`config.mk`:
```
export PLATFORM = sky130hd
export DESIGN_NAME = priority_bit_streamer
export DESIGN_NICKNAME = d
export VERILOG_FILES = /design/src/rtl/priority_bit_streamer.sv
export SDC_FILE = /design/constraint.sdc
export NUM_CORES = 1
export LEC_CHECK = 0
export CORE_MARGIN = 1.5
export CORE_UTILIZATION = 50
export DETAILED_ROUTE_END_ITERATION = 8
export PLACE_DENSITY = 0.75
export SLEW_MARGIN = 20
export SYNTH_ARGS = -nofsm -noshare
export SYNTH_HDL_FRONTEND = slang
export SYNTH_SLANG_ARGS = --single-unit
export TNS_END_PERCENT = 100
```
`constraint.sdc`:
```
create_clock -name clk_i -period 2.52 [get_ports clk_i]
set_input_delay 0.504 -clock clk_i [delete_from_list [all_inputs] [get_ports clk_i]]
set_output_delay 0.504 -clock clk_i [all_outputs]
set_load 0.02 [all_outputs]
```
`src/rtl/priority_bit_streamer.sv`:
```
// Splits each accepted word into one beat per set bit, scanned LSB- or MSB-first.
// An all-zero word still produces a single beat flagged with bit_zero_o.
module priority_bit_streamer #(
  parameter int WIDTH = 16,
  localparam int IDX_W = $clog2(WIDTH)
) (
  input  logic             clk_i,
  input  logic             arst_n_i,
  input  logic [WIDTH-1:0] data_i,
  input  logic             msb_first_i,
  input  logic             data_val_i,
  output logic             data_ready_o,
  output logic [WIDTH-1:0] bit_onehot_o,
  output logic [IDX_W-1:0] bit_idx_o,
  output logic [IDX_W-1:0] bit_cnt_o,
  output logic             bit_last_o,
  output logic             bit_zero_o,
  output logic             bit_val_o,
  input  logic             bit_ready_i
);

  // state | meaning
  // IDLE  | no beat pending, ready for a word
  // BUSY  | a beat is presented on bit_* (bit_val_o = 1)
  typedef enum logic {IDLE = 1'b0, BUSY = 1'b1} state_t;

  state_t           state, state_nxt;
  logic [WIDTH-1:0] mask;
  logic             order_msb;
  logic             load, take, advance;
  logic [WIDTH-1:0] src, nxt_bit, nxt_mask;
  logic             src_msb;

  function automatic logic [WIDTH-1:0] pick_bit(input logic [WIDTH-1:0] m, input logic msb);
    logic [WIDTH-1:0] r;
    r = '0;
    if (msb) begin
      for (int i = 0; i < WIDTH; i++)
        if (m[i]) r = WIDTH'(1) << i;
    end else begin
      r = m & (~m + WIDTH'(1));
    end
    return r;
  endfunction

  function automatic logic [IDX_W-1:0] encode(input logic [WIDTH-1:0] oh);
    logic [IDX_W-1:0] r;
    r = '0;
    for (int i = 0; i < WIDTH; i++)
      if (oh[i]) r = r | IDX_W'(i);
    return r;
  endfunction

  always_ff @(posedge clk_i or negedge arst_n_i) begin
    if (!arst_n_i) state <= IDLE;
    else           state <= state_nxt;
  end

  always_comb begin
    state_nxt = state;
    case (state)
      IDLE: if (load) state_nxt = BUSY;
      BUSY: if (take && bit_last_o) state_nxt = load ? BUSY : IDLE;
      default: state_nxt = IDLE;
    endcase
  end

  always_comb begin
    bit_val_o    = (state == BUSY);
    data_ready_o = (state == IDLE) || (bit_val_o && bit_last_o && bit_ready_i);
    take         = bit_val_o && bit_ready_i;
    load         = data_val_i && data_ready_o;
    advance      = take && !bit_last_o;
  end

  // A new word and the held mask share one scan path; load and advance never coincide.
  always_comb begin
    src      = load ? data_i : mask;
    src_msb  = load ? msb_first_i : order_msb;
    nxt_bit  = pick_bit(src, src_msb);
    nxt_mask = src & ~nxt_bit;
  end

  always_ff @(posedge clk_i or negedge arst_n_i) begin
    if (!arst_n_i) begin
      mask         <= '0;
      order_msb    <= 1'b0;
      bit_onehot_o <= '0;
      bit_idx_o    <= '0;
      bit_cnt_o    <= '0;
      bit_last_o   <= 1'b0;
      bit_zero_o   <= 1'b0;
    end else if (load || advance) begin
      mask         <= nxt_mask;
      bit_onehot_o <= nxt_bit;
      bit_idx_o    <= encode(nxt_bit);
      bit_last_o   <= (nxt_mask == '0);
      bit_cnt_o    <= load ? '0 : bit_cnt_o + IDX_W'(1);
      bit_zero_o   <= load && (data_i == '0);
      if (load) order_msb <= msb_first_i;
    end
  end

endmodule

```
==> impl_metrics.yaml <==
detailed_routing:
  route.detailed.vias_per_inst: 6.21
  detail_route.wl_per_cell_um: 19.9
  route.detailed.drc: 0
  dr.first_iter.drc_count: 371
  wl_um: 12400
  detailroute.via_count: 3872
  drt.antenna.violating_nets: 0
  firstDrtPassIters: 7
placement:
  finalWeightedCongestion: 1.07
  numPortBuffers: 48
  place_hpwl_um: 9390
  pre_cts_ws_ps: -637
  placed_area_um2: 4500
logic_synthesis:
  synth_common_cells: "74 x nand2_1, 44 x dfrtp_1, 38 x o21ai_0"
  synthesis.instances: 369
  netlist_area_um2: 3060
  ys.warnings.count: 0
  synthDistinctLibCells: 62
  synth_area_leaders: "dfrtp_1 36%, nand2_1 9.1%, o21ai_0 6.2%"
  postSynth.topFlopCell: "dfrtp_1"
  ys_async_sr_fraction_pct: 100
  synth_edf_count: 0
  syn_area_per_cell_um2: 8.30
  synth.top_cell.area_share_pct: 35.9
  postSynthRegisterBits: 44
  dominant_cell_type_by_area_after_synthesis: "dfrtp_1"
  yosys.cell_count.top_type: "nand2_1"
  synth_sequential_area_ratio_pct: 35.9
  syn-num-nets: 391
run_status:
  violations_in_the_final_reports: "negative setup slack"
  outcome: "finished, violations left"
power_and_ir_drop:
  max-vdd-ir-drop_mv: 0.889
  p_leak_nw: 2.24
  power_density_nw_per_um2: 1320
floorplan:
  floorplan.initialDensity_pct: 51.7
  fp-row-count: 28
  die_w_um: 81.3
  design.portCount: 49
  design.die.area_um2: 6600
  dieHeight_um: 81.3
  placeableCoreArea_um2: 5920
worst_hold_path:
  type_of_the_worst_min_delay_path: "input pin to async pin"
sta:
  finalHoldViolations: 0
  setup_viol: 1
  maxSlewViolCount: 0
  unrepaired_setup_endpoints_after_global_routing: "true"
  fin_skew_ps: 7.88
  tightestPinTransition_ps: 785
  max_freq_mhz: 380
  max-slew-margin-rel_pct: 47.0
  finalCritPeriodShare_pct: 105
  worst_slack_ps: -114
  final.min_clock_period_ps: 2630
job:
  maxCapViolCount: 0
cells_and_area:
  area_growth_syn_to_layout_pct: 59.4
  post_route_cells_drive_above_1_share_pct: 35.2
  fin_nets: 570
  antennaDiodeCount: 0
  final_non_filler_cell_area_um2: 4880
grt:
  global_route.usage.total_pct: 38.9
  wire_length_of_the_first_global_routing_pass_um: 19100
  grt_pass1_vias: 3701
  grt.overflow.total: 0
  largest_net_degree_at_the_start_of_global_routing: 45
  grt_antenna_before_repair: 0
setup_path:
  crit_path_max_fanout: 6
  cp_data_required_time_ps: 2740
  critical_path.endpoint_type: "flop"
  critical_path_class: "flop to flop"
  arrival_ps: 2850
  worstSetupStartpointType: "flop"
cts:
  clock_tree.buffer_depth: 2
  clk_slew_on_worst_s_h_paths_ps: 100
  cts_hold_buf: 0
  tritoncts: "built"
  cts.sink_count: 44
  clock_insertion_delay_worst_skew_ps: 310
  ctsRootBufferMaster: "clkbuf_8"
  numCtsBuffers: 5
  cts_max_level: 2
-- layout by cell type (no fill, tap or decap), types with 9 or more instances in the layout --
cell type        netlist  final
nand4_1               11     11
mux2i_1               10      9
buf_4                  4    141
dlygate4sd2_1          0     11
nor3_1                12     10
o21ai_0               38     37
dfrtp_1               44     43
nor2_1                21     20
nand3_1               14     14
nand2_1               74     73
clkdlybuf4s50_1        0     34
-- state kept, by name, summed over array words and instances, names as in the netlist --
register and cells:
bit_zero_o 1, bit_last_o 1, bit_val_o 1, mask 16
bit_onehot_o 16, bit_cnt_o 4, bit_idx_o 4, order_msb 1
-- area by class of cell --
type                            count  area, µm²
Clock inverter                      2       38.8
Sequential cell                    44       1100
Clock buffer                        6       82.6
Multi-Input combinational cell    296       1950
Fill cell                         398       1040
Tap cell                           75       93.8
Inverter                            8       37.5
Timing Repair Buffer              193       1580
-- per-stage QoR --
step / utilization, % / setup TNS (ps) / instances / total power, mW / hold slack [ps]
2_1_floorplan: - / 0 / 369 / 3.24 / 208
3_3_place_gp: 76.0 / -7140 / 601 / 5.26 / 461
3_5_place_dp: 76.0 / -8940 / 601 / 5.35 / 469
4_1_cts: 81.0 / 0 / 620 / 6.21 / 236
5_1_grt: 82.5 / -279 / 624 / 6.77 / 258
6_report: 82.5 / -114 / 624 / 6.45 / 219
-- power by group --
group	switching (mW)	internal, mW
sequential	0.252	0.982
combinational	2.39	2.22
clock	0.278	0.325
total	2.92	3.53
-- per-layer routing --
metal / vias to the layer above / part of all wire (%) / GRT usage [%]
li1: 1750 / - / -
met1: 1787 / 39 / 48.8
met2: 266 / 47 / 64.0
met3: 69 / 8.3 / 6.52
met4: 0 / 5.0 / 20.0
met5: - / 0 / 0
-- path summary, 6_finish.rpt --
| path | cells past startpoint | end | startpoint | slack [ps] |
|---|---|---|---|---|
| setup / recovery | 10 | bit_last_o | bit_last_o | -110 |
| hold / removal | 1 | mask[13] | arst_n_i | 220 |
| setup reg to reg | 10 | bit_last_o | bit_last_o | -110 |
| hold reg to reg | 2 | bit_onehot_o[1] | bit_onehot_o[1] | 480 |
| max in group asynchronous | 2 | bit_onehot_o[8] | arst_n_i | 1670 |
| min in group clk_i | 2 | bit_onehot_o[1] | bit_onehot_o[1] | 480 |
-- worst max-delay path, stage by stage (launching register included) --
cell	delay [ps]
dfrtp_1	460
a21boi_4	290
buf_4	170
nor2_4	50
buf_4	160
o41ai_2	290
a211oi_1	150
buf_4	180
a2111oi_4	320
nand4_1	180
o31ai_2	290
-- what timing repair did --
action | CTS | global route
cloned | 0 | 0
pin swaps | 18 | 14
buffers inserted | 11 | 4
gates resized for setup | 29 | 14
endpoints found under the hold margin | 0 | 0
endpoints found under the setup margin | 12 | 9
-- logic make-up after synthesis --
kind of cell | after synthesis | share of synthesized area (%)
DFF | 44 | 35.9
muxes | 16 | 5.56
adders and majority gates | 1 | 0.408
AOI/OAI and AO/OA | 107 | 25.2
xor gates and xnor gates | 2 | 0.572
buffers and inverters | 29 | 5.23
and+or+nand+nor | 170 | 27.1
No activity file was read; power rests on OpenSTA's default activity.
